`src/rtl/morse_tx.sv`:
```
// Morse keyer: takes one 6-bit character per valid/ready handshake and keys it out on key_out
// as timed marks and gaps measured in UNIT_CYCLES-long time units.
module morse_tx #(
    parameter int unsigned UNIT_CYCLES = 12_000_000,
    parameter int unsigned MAX_LEN     = 5
) (
    input  logic       clk_100MHz,
    input  logic       reset,
    input  logic [5:0] char_data,
    input  logic [2:0] char_len,
    input  logic       char_valid,
    output logic       char_ready,
    output logic       key_out,
    output logic       busy
);

    localparam int unsigned CW = (UNIT_CYCLES > 1) ? $clog2(UNIT_CYCLES) : 1;
    localparam logic [CW-1:0] UnitLast = CW'(UNIT_CYCLES - 1);
    localparam logic [2:0] MaxLen = 3'(MAX_LEN);

    typedef enum logic [2:0] {
        StIdle    = 3'd0,
        StMark    = 3'd1,
        StElemGap = 3'd2,
        StCharGap = 3'd3,
        StWordGap = 3'd4
    } state_e;

    state_e        state_q, state_d;
    logic [CW-1:0] cnt_q, cnt_d;
    logic [2:0]    units_q, units_d;
    logic [2:0]    idx_q, idx_d;
    logic [5:0]    data_q, data_d;
    logic [2:0]    len_q, len_d;

    logic       tick;
    logic       done;
    logic       accept;
    logic       cur_dash;
    logic [2:0] units_last;
    logic [2:0] len_clamp;

    always_comb begin
        state_d  = state_q;
        cnt_d    = cnt_q;
        units_d  = units_q;
        idx_d    = idx_q;
        data_d   = data_q;
        len_d    = len_q;

        tick      = (cnt_q == UnitLast);
        cur_dash  = data_q[idx_q];
        accept    = char_valid && char_ready;
        len_clamp = (char_len > MaxLen) ? MaxLen : char_len;

        // Index of the final time unit of the current state.
        case (state_q)
            StMark:    units_last = cur_dash ? 3'd2 : 3'd0;
            StCharGap: units_last = 3'd2;
            StWordGap: units_last = 3'd6;
            default:   units_last = 3'd0;
        endcase
        done = tick && (units_q == units_last);

        if (state_q != StIdle) begin
            cnt_d = tick ? '0 : cnt_q + CW'(1);
            if (tick) begin
                units_d = units_q + 3'd1;
            end
        end

        case (state_q)
            StIdle: begin
                cnt_d   = '0;
                units_d = '0;
                if (accept) begin
                    data_d = char_data;
                    len_d  = len_clamp;
                    idx_d  = '0;
                    if (char_data[5]) begin
                        state_d = StWordGap;
                    end else if (len_clamp == 3'd0) begin
                        state_d = StCharGap;
                    end else begin
                        state_d = StMark;
                    end
                end
            end
            StMark: begin
                if (done) begin
                    units_d = '0;
                    idx_d   = idx_q + 3'd1;
                    state_d = (idx_q == len_q - 3'd1) ? StCharGap : StElemGap;
                end
            end
            StElemGap: begin
                if (done) begin
                    units_d = '0;
                    state_d = StMark;
                end
            end
            StCharGap, StWordGap: begin
                if (done) begin
                    units_d = '0;
                    state_d = StIdle;
                end
            end
            default: begin
                state_d = StIdle;
                cnt_d   = '0;
                units_d = '0;
                idx_d   = '0;
            end
        endcase
    end

    always_ff @(posedge clk_100MHz) begin
        if (reset) begin
            state_q <= StIdle;
            cnt_q   <= '0;
            units_q <= '0;
            idx_q   <= '0;
            data_q  <= '0;
            len_q   <= '0;
        end else begin
            state_q <= state_d;
            cnt_q   <= cnt_d;
            units_q <= units_d;
            idx_q   <= idx_d;
            data_q  <= data_d;
            len_q   <= len_d;
        end
    end

    // Outputs are registered decodes of the next state so they line up with state_q.
    always_ff @(posedge clk_100MHz) begin
        if (reset) begin
            char_ready <= 1'b0;
            key_out    <= 1'b0;
            busy       <= 1'b0;
        end else begin
            char_ready <= (state_d == StIdle);
            key_out    <= (state_d == StMark);
            busy       <= (state_d != StIdle);
        end
    end

endmodule

```
`config.mk`:
```
export PLATFORM = sky130hd
export DESIGN_NAME = morse_tx
export DESIGN_NICKNAME = d
export VERILOG_FILES = /design/src/rtl/morse_tx.sv
export SDC_FILE = /design/constraint.sdc
export NUM_CORES = 1
export LEC_CHECK = 0
export BUFFER_PORTS_ARGS = -buffer_cell sky130_fd_sc_hd__buf_4
export CORE_MARGIN = 2
export CORE_UTILIZATION = 30
export CTS_CLUSTER_DIAMETER = 50
export DETAILED_ROUTE_END_ITERATION = 10
export SLEW_MARGIN = 10
export SYNTH_ARGS = -nofsm -noshare
export SYNTH_HDL_FRONTEND = slang
export SYNTH_SLANG_ARGS = --single-unit
```
`constraint.sdc`:
```
create_clock -name clk_100MHz -period 2.5 [get_ports clk_100MHz]
set_clock_uncertainty 0.2 [all_clocks]
set_input_delay 0.5 -clock clk_100MHz [delete_from_list [all_inputs] [get_ports clk_100MHz]]
set_output_delay 0.5 -clock clk_100MHz [all_outputs]
set_load 0.01 [all_outputs]
```
==> results of run 1 <==
## repair_timing
item | 4_1_cts | 5_1_grt
gates resized for setup | 2 | 10
cloned | 0 | 0
endpoints found under the hold margin | 0 | 0
buffers inserted | 1 | 2
pin swaps | 0 | 0
endpoints found under the setup margin | 2 | 6
## report_power, final
group | internal [W] | switching [W]
registers | 0.000737 | 0.0000128
logic | 0.0000709 | 0.0000849
clock network | 0.000197 | 0.000264
## state kept, by name (all words and copies together), names as in the netlist
| signal | flops |
|---|---|
| len_q | 3 |
| busy | 1 |
| data_q | 6 |
| key_out | 1 |
| cnt_q | 24 |
| char_ready | 1 |
| state_q | 3 |
| idx_q | 3 |
| units_q | 3 |
## worst paths after layout
path         slack, ns  depth (start not counted)         start         to
max              -0.02                          7      cnt_q[0]   idx_q[2]
min               0.23                          3  char_data[1]  data_q[1]
max reg2reg      -0.02                          7      cnt_q[0]   idx_q[2]
min reg2reg       0.26                          2      len_q[1]   len_q[1]
## layout by cell type (no fill, tap or decap), types with 2 or more instances in the layout
cell,count
dfxtp_1,43
buf_4,39
nor2_1,36
nand2_1,28
xor2_1,23
nand3_1,15
a21oi_1,12
inv_1,8
and3_1,8
nand4_1,6
mux2i_1,6
xnor2_1,5
clkbuf_8,5
o21ai_0,4
nor3b_1,4
or3_1,3
and4_1,3
nor2b_1,3
nand2b_1,3
ha_1,3
nor3_1,2
o21ai_1,2
nand3b_1,2
or4_4,2
nor4_1,2
a211oi_1,2
clkinvlp_4,2
dfxtp_2,2
## through the flow
step	hold WS [ns]	instance area, um^2	setup slack [ns]	cells
global route	0.219	2730	-0.162	395
CTS	0.226	2670	-0.0524	393
finish	0.228	2730	-0.0229	395
floorplan	0.220	2200	0.0212	259
detailed placement	0.246	2570	-0.0670	384
global placement	0.245	2570	-0.00755	384
## worst max-delay path, cell delays in order (launching register included)
cell and delay, ns:
dfxtp_2 0.36, ha_4 0.13, nand4_1 0.11, or4b_4 0.52
a2111oi_4 0.26, nand3_2 0.16, or4_4 0.50, a211oi_2 0.21
## kinds of logic (layout without fill, tap and decap cells)
kind of cell,Yosys count,after routing,synth area share (%)
xor gates and xnor gates,28,28,11.2
and+or+nand+nor,126,126,29.8
AOI/OAI and AO/OA,30,30,9.41
muxes,6,6,2.74
adders and majority gates,4,4,2.28
buffers and inverters,20,57,3.48
DFF,45,45,41.1
## synthesized netlist by cell type, drive strengths merged, types with 2 or more instances
master  count  area [um^2]
dfxtp      45          901
nor2       36          135
nand2      28          105
xor2       23          201
nand3      16         85.1
a21oi      12         60.1
clkbuf     11         41.3
and3        8         50.1
inv         8         30.0
nand4       7         50.1
mux2i       6         60.1
o21ai       6         30.0
xnor2       5         43.8
ha          4         50.1
nor3b       4         30.0
a211oi      3         22.5
and4        3         26.3
nand2b      3         18.8
nor2b       3         18.8
nor3        3         15.0
or3         3         18.8
or4         3         22.5
nand3b      2         15.0
nor4        2         12.5
nor4bb      2         20.0
o22ai       2         12.5
## layer usage
metal | GRT usage, % | share of wire (%) | wire [um] | up-vias
met1 | 15.5 | 46 | 2220 | 887
met3 | 3.05 | 3.3 | 159 | 10
met2 | 21.3 | 49 | 2330 | 26
li1 | - | - | - | 969
met4 | 5.02 | 1.7 | 81 | 0
met5 | 0 | 0 | 0 | -
## area by class of cell
class	count	share of cell area (%)
multi-input cells	194	46.3
inverters	8	1.10
repair buffers	41	11.9
clock inverters	2	0.549
clock buffers	6	2.65
flip-flops and latches	45	33.0
well taps	99	4.53
==> impl_metrics.tcl, run 1 <==
set metrics [dict create \
    status "complete, but fails checks" \
    violations "setup timing" \
    die_width_um 89.5 \
    multiInputGateArea_um2 1260 \
    clk_pin_slew_worst_paths_ns 0.09 \
    drive_above_1_share_pct 20.9 \
    syn-num-nets 275 \
    utilization_pct 38.1 \
    fin_nets 311 \
    worstPathArrival_ns 2.55 \
    max-cap-violations 0 \
    die_y_um 89.5 \
    dpl.hpwl_mm 3.39 \
    clock-sinks 45 \
    dr_total_vias 1892 \
    areaGrowthSynthToFinish_pct 24.6 \
    max_slew_margin_pct 51.1 \
    fp-row-count 31 \
    min_path_type "in -> reg" \
    setup_viol_count_final 3 \
    overflow 0 \
    path_max_fanout 3 \
    grt_setup_unrepaired "yes" \
    ant_nets 0 \
    pin_count 15 \
    final.period_utilization_pct 101 \
    synth_warnings 0 \
    leakagePower_nw 1.01 \
    n_antenna_cell 0 \
    root_buffer "clkbuf_8" \
    cp-start-kind "register" \
    wl_per_cell_um 12.1 \
    num-fill-cells 741 \
    critPathKind "reg -> reg" \
    cts_buffer_depth 2 \
    ctsHtreeMaxLevel 2 \
    port_buffers 14 \
    critPathRequiredTime_ns 2.53 \
    grtUsageTotal_pct 12.7 \
    tritoncts "done" \
    layout_min_cycle_time_ns 2.52 \
    grt_pass1_vias 1754 \
    insertion_delay_ns 0.31 \
    ff_latch_area_um2 903 \
    slew_viol_final 0 \
    postSynthAreaPerCell_um2 8.47 \
    yosys_register_bits 45 \
    setup_tns_ns -0.0654 \
    grt_max_degree 25 \
    start_util_pct 30.6 \
    gp_congestion 0.816 \
    grt_pass1_wl_mm 7.76 \
    synthArstFlopShare_pct 0 \
    antenna_found_initial 0 \
    max_freq_mhz 396 \
    syn_area_um2 2190 \
    wl_mm 4.79 \
    critPathCaptureType "register" \
    syn_inst 259 \
    cellPowerDensity_nw_per_um2 500 \
    synth_edf_count 0 \
    yosysSeqAreaShare_pct 41.1 \
    cts_made_buffers 5 \
    synth_flop_cell "dfxtp_1" \
    core_area_um2 7180 \
    holdBufCountCts 0 \
    total_power_w 0.00137 \
    fin_ws_ns -0.0229 \
    drc 0 \
    final_hold_viol_count 0 \
    dr.pass1.iters 4 \
    via_per_inst 4.79 \
    die-area_um2 8010 \
    ys_types 39 \
    drt-initial-drc-count 66 \
    worstMarginPinSlew_ns 0.729 \
    peakVddDrop_uv 296 \
]
(Power assumes the default switching activity.)
==> inputs of run 2 (changes only) <==
Settings changed: BUFFER_PORTS_ARGS -buffer_cell sky130_fd_sc_hd__buf_4 to not set, DONT_BUFFER_PORTS set to 1.
==> run 2 against run 1 <==
The run still ends with setup timing left. Sequential share of layout area rose by 0.74 points. Non-clock buffer count shrank 9. Clock-buffer cell count stayed put.
==> impl_metrics.tcl, run 2 (synthesis results as in run 1) <==
set metrics [dict create \
    max_freq_mhz 389 \
    clk_pin_slew_worst_paths_ns 0.08 \
    dr_total_vias 1835 \
    rr_worst_depth 8 \
    slew_viol_final 0 \
    min_path_cells 1 \
    rrSetupSlack_ns -0.07 \
    status "complete, but fails checks" \
    gp_congestion 0.875 \
    n_antenna_cell 0 \
    via_per_inst 4.75 \
    num-fill-cells 740 \
    die_width_um 89.5 \
    violations "setup timing" \
    pin_count 15 \
    critPathRequiredTime_ns 2.53 \
    final.period_utilization_pct 103 \
    peakVddDrop_uv 265 \
    die_y_um 89.5 \
    overflow 0 \
    min_path_type "in -> reg" \
    tritoncts "done" \
    grt_setup_unrepaired "yes" \
    dpl.hpwl_mm 3.31 \
    max_slew_margin_pct 53.1 \
    port_buffers 0 \
    leakagePower_nw 0.977 \
    grt_max_degree 25 \
    largest_reg_flops 24 \
    wl_mm 4.55 \
    wl_per_cell_um 11.8 \
    core_area_um2 7180 \
    dp_slack_ns -0.0657 \
    layout_min_cycle_time_ns 2.57 \
    ant_nets 0 \
    layout.cells.non_filler 386 \
    antenna_found_initial 0 \
    drc 0 \
    drive_above_1_share_pct 19.5 \
    fin_ws_ns -0.0684 \
    insertion_delay_ns 0.29 \
    clock-sinks 45 \
    grt_pass1_vias 1709 \
    regToRegEndpoint "idx_q[1]" \
    whs_ns 0.0622 \
    critPathCaptureType "register" \
    r2r-start "cnt_q[0]" \
    max-cap-violations 0 \
    layout_commonest_cell "dfxtp_1" \
    critPathKind "reg -> reg" \
    areaGrowthSynthToFinish_pct 22.2 \
    final_hold_viol_count 0 \
    fin_nets 302 \
    largest-register "cnt_q" \
    utilization_pct 37.4 \
    fp-row-count 31 \
    placed_cells_incl_taps 373 \
    start_util_pct 30.6 \
    place_area_um2 2490 \
    drt-initial-drc-count 81 \
    layout_common_cells "41 x dfxtp_1, 36 x nor2_1, 30 x buf_4" \
    reg_top3 "cnt_q: 24 flops, data_q: 6 flops" \
    design_area_um2 2680 \
    die-area_um2 8010 \
    dr.pass1.iters 5 \
    grt_pass1_wl_mm 7.51 \
    path_max_fanout 5 \
    ctsHtreeMaxLevel 2 \
    hold_end "data_q[5]" \
    root_buffer "clkbuf_8" \
    grtUsageTotal_pct 11.9 \
    setup_viol_count_final 3 \
    cts_buffer_depth 2 \
    worstHoldStart "reset" \
    worstMarginPinSlew_ns 0.700 \
    worstPathArrival_ns 2.60 \
    holdBufCountCts 0 \
    cellPowerDensity_nw_per_um2 489 \
    cts_made_buffers 5 \
    cp-start-kind "register" \
]
-- run 2: metrics by stage --
step	total power, W	TNS [ns]
5_1_grt	0.00138	-0.425
3_3_place_gp	0.000890	-0.0774
6_report	0.00131	-0.168
3_5_place_dp	0.000891	-0.0657
2_1_floorplan	0.000851	0
4_1_cts	0.00133	-0.0516
-- run 2: worst max path at each step --
stage	startpoint	depth (start not counted)	to
2_1_floorplan	cnt_q[0]	7	idx_q[2]
3_3_place_gp	cnt_q[17]	7	idx_q[2]
3_5_place_dp	cnt_q[0]	7	idx_q[2]
4_1_cts	cnt_q[0]	7	idx_q[2]
5_1_grt	cnt_q[0]	7	idx_q[2]
6_report	cnt_q[0]	8	idx_q[1]
-- run 2: power breakdown --
part | internal [W] | leakage (nW) | switching, W
sequential | 0.000737 | 0.366 | 0.0000169
combinational | 0.0000551 | 0.566 | 0.0000719
clock | 0.000194 | 0.0450 | 0.000237
total | 0.000986 | 0.977 | 0.000325
-- run 2: what timing repair did --
| item | 4_1_cts | 5_1_grt |
|---|---|---|
| gates resized for setup | 3 | 13 |
| cloned | 0 | 0 |
| pin swaps | 1 | 1 |
| setup buffers | 0 | 5 |
| setup endpoints to repair | 1 | 12 |
-- run 2: worst max-delay path, cell delays in order, from the launching register on --
cell and delay (ns):
dfxtp_2 0.36, ha_4 0.14, nand4_1 0.10, or4b_4 0.52, a2111oi_4 0.27, nand3_2 0.17, buf_6 0.16, or4_4 0.43
o22ai_2 0.17
-- run 2: cell type report --
class,count,area (um^2),area share [%]
Clock buffer,6,72.6,2.71
Inverter,8,30.0,1.12
Multi-Input combinational cell,194,1280,47.8
Clock inverter,2,10.0,0.373
Timing Repair Buffer,32,256,9.57
Sequential cell,45,906,33.8
Tap cell,99,124,4.62
-- run 2: per-layer routing --
layer	vias up	track usage [%]	routed length [um]
met2	21	20.8	2200
met4	0	2.99	38
met3	5	2.86	126
met1	862	14.8	2190
li1	947	-	-
met5	-	0	0
==> inputs of run 3 (changes only) <==
Clock period 2.5 ns to 2.9 ns, I/O delays scaled along.
==> run 3 against run 2 <==
The run now ends clean. Utilization down 3.8 points. Largest cell class unchanged. Flip-flop and latch count is the same. Cell area down 10%. Sequential share of layout area increased by 3.7 points. Highest routed layer unchanged. Clock power rose by 6.3%. Die area did not move. First-iteration DRC count decreased by 8.6%. Final cell count decreased by 7.5%. Combinational power is 30% lower.
==> impl_metrics.tcl, run 3 (synthesis results as in run 1) <==
set metrics [dict create \
    grt_pass1_vias 1657 \
    drt-initial-drc-count 74 \
    critPathKind "reg -> reg" \
    layout_common_cells "44 x dfxtp_1, 36 x nor2_1, 28 x nand2_1" \
    antenna_found_initial 0 \
    core_area_um2 7180 \
    status "finished clean" \
    internal_power_w 0.000920 \
    final.period_utilization_pct 92.6 \
    drc 0 \
    grt_max_degree 25 \
    reg_top3 "cnt_q: 24 flops, data_q: 6 flops" \
    max-cap-violations 0 \
    highest_layer "met4" \
    dr_total_vias 1735 \
    grt_pass1_wl_mm 7.43 \
    utilization_pct 33.5 \
    wl_met3_um 183 \
    switchingPower_w 0.000277 \
    fp-row-count 31 \
    met2_length_mm 1.97 \
    ant_nets 0 \
    overflow 0 \
    cts_made_buffers 5 \
    tritoncts "done" \
    clk_pin_slew_worst_paths_ns 0.08 \
    max_slew_margin_pct 22.5 \
    slew_viol_final 0 \
    max_freq_mhz 373 \
    worstHoldStart "reset" \
    final_hold_viol_count 0 \
    fin_ws_ns 0.216 \
    cellPowerDensity_nw_per_um2 498 \
    critPathRequiredTime_ns 2.92 \
    drive_above_1_share_pct 6.20 \
    power_frac_clock_pct 38.1 \
    wl_mm 4.28 \
    fin_nets 274 \
    swShare_pct 23.1 \
    worstMarginPinSlew_ns 1.15 \
    p_seq_share_pct 54.4 \
    via_per_inst 4.86 \
    die-area_um2 8010 \
    path_max_fanout 6 \
    grtUsageTotal_pct 11.9 \
    r2r-start "cnt_q[0]" \
    setup_tns_ns 0 \
    ctsHtreeMaxLevel 2 \
    layout_commonest_cell "dfxtp_1" \
    wl_per_cell_um 12.0 \
    start_util_pct 30.6 \
    worstPathArrival_ns 2.70 \
    pin_count 15 \
    combPwrFrac_pct 7.5 \
    setup_viol_count_final 0 \
    post-cts-setup-buffers 0 \
    startpoint "cnt_q[0]" \
    grt_setup_unrepaired "no" \
    critPathCaptureType "register" \
    areaGrowthSynthToFinish_pct 9.70 \
    dpl.hpwl_mm 3.09 \
    holdBufCountCts 0 \
    port_buffers 0 \
    largest-register "cnt_q" \
    clock-sinks 45 \
    min_path_type "in -> reg" \
    largest_reg_flops 24 \
    gp_congestion 0.840 \
    die_y_um 89.5 \
    cts_buffer_depth 2 \
    root_buffer "clkbuf_8" \
    insertion_delay_ns 0.30 \
    cp-start-kind "register" \
    dp_slack_ns 0.171 \
    drt-met1-wl_mm 2.07 \
    dr.pass1.iters 4 \
    die_width_um 89.5 \
    leakagePower_nw 0.825 \
    peakVddDrop_uv 171 \
    n_antenna_cell 0 \
    layout_min_cycle_time_ns 2.68 \
]
-- run 3: changes by cell type in the layout (fill, tap and decap cells not counted), sizes merged --
cell	delta
buf	-28
clkbuf	-1
bufinv	+1
clkinv	-1
-- run 3: stage by stage --
| stage | instance area [um^2] | std cells | hold WS (ns) | power, W |
|---|---|---|---|---|
| after global placement | 2300 | 350 | 0.232 | 0.000755 |
| after floorplan | 2190 | 259 | 0.218 | 0.000734 |
| after CTS | 2400 | 357 | 0.121 | 0.00122 |
| after detailed placement | 2300 | 350 | 0.238 | 0.000756 |
| after global routing | 2410 | 357 | 0.122 | 0.00126 |
| final | 2410 | 357 | 0.136 | 0.00120 |
-- run 3: path summary, 6_finish.rpt --
path,slack (ns),to,cells past startpoint
min reg2reg,0.25,cnt_q[0],1
max reg2reg,0.22,idx_q[2],7
max,0.22,idx_q[2],7
min,0.14,data_q[1],1
-- run 3: power by group through the flow --
| stage | clock (W) | combinational (W) | sequential [W] |
|---|---|---|---|
| after floorplan | 0 | 0.0000744 | 0.000659 |
| after global placement | 0 | 0.0000898 | 0.000665 |
| after detailed placement | 0 | 0.0000898 | 0.000666 |
| after CTS | 0.000482 | 0.0000900 | 0.000652 |
| after global routing | 0.000498 | 0.000103 | 0.000655 |
| final | 0.000457 | 0.0000892 | 0.000652 |
-- run 3: cell type report --
type,instances,area (um^2)
Multi-Input combinational cell,194,1220
Clock inverter,2,35.0
Timing Repair Buffer,4,30.0
Sequential cell,45,902
Fill cell,761,4770
Tap cell,99,124
Clock buffer,5,68.8
Inverter,8,30.0
-- run 3: timing repair --
| item | CTS | global route |
|---|---|---|
| hold endpoints to repair | 0 | 0 |
| gates resized for setup | 0 | 1 |
| setup endpoints to repair | 0 | 1 |
-- run 3: worst max-delay path: stages, from the launching register on --
cell and delay [ns]:
dfxtp_1 0.35, ha_1 0.19, nand4_1 0.13, or4b_4 0.55, a2111oi_4 0.26, nand3_2 0.20, or4_1 0.50, a211oi_1 0.22
-- run 3: routing by layer --
layer / vias to the layer above / track usage, %
met4: 0 / 4.07
met1: 806 / 15.1
met2: 27 / 19.5
met3: 6 / 3.05
met5: - / 0
li1: 896 / -
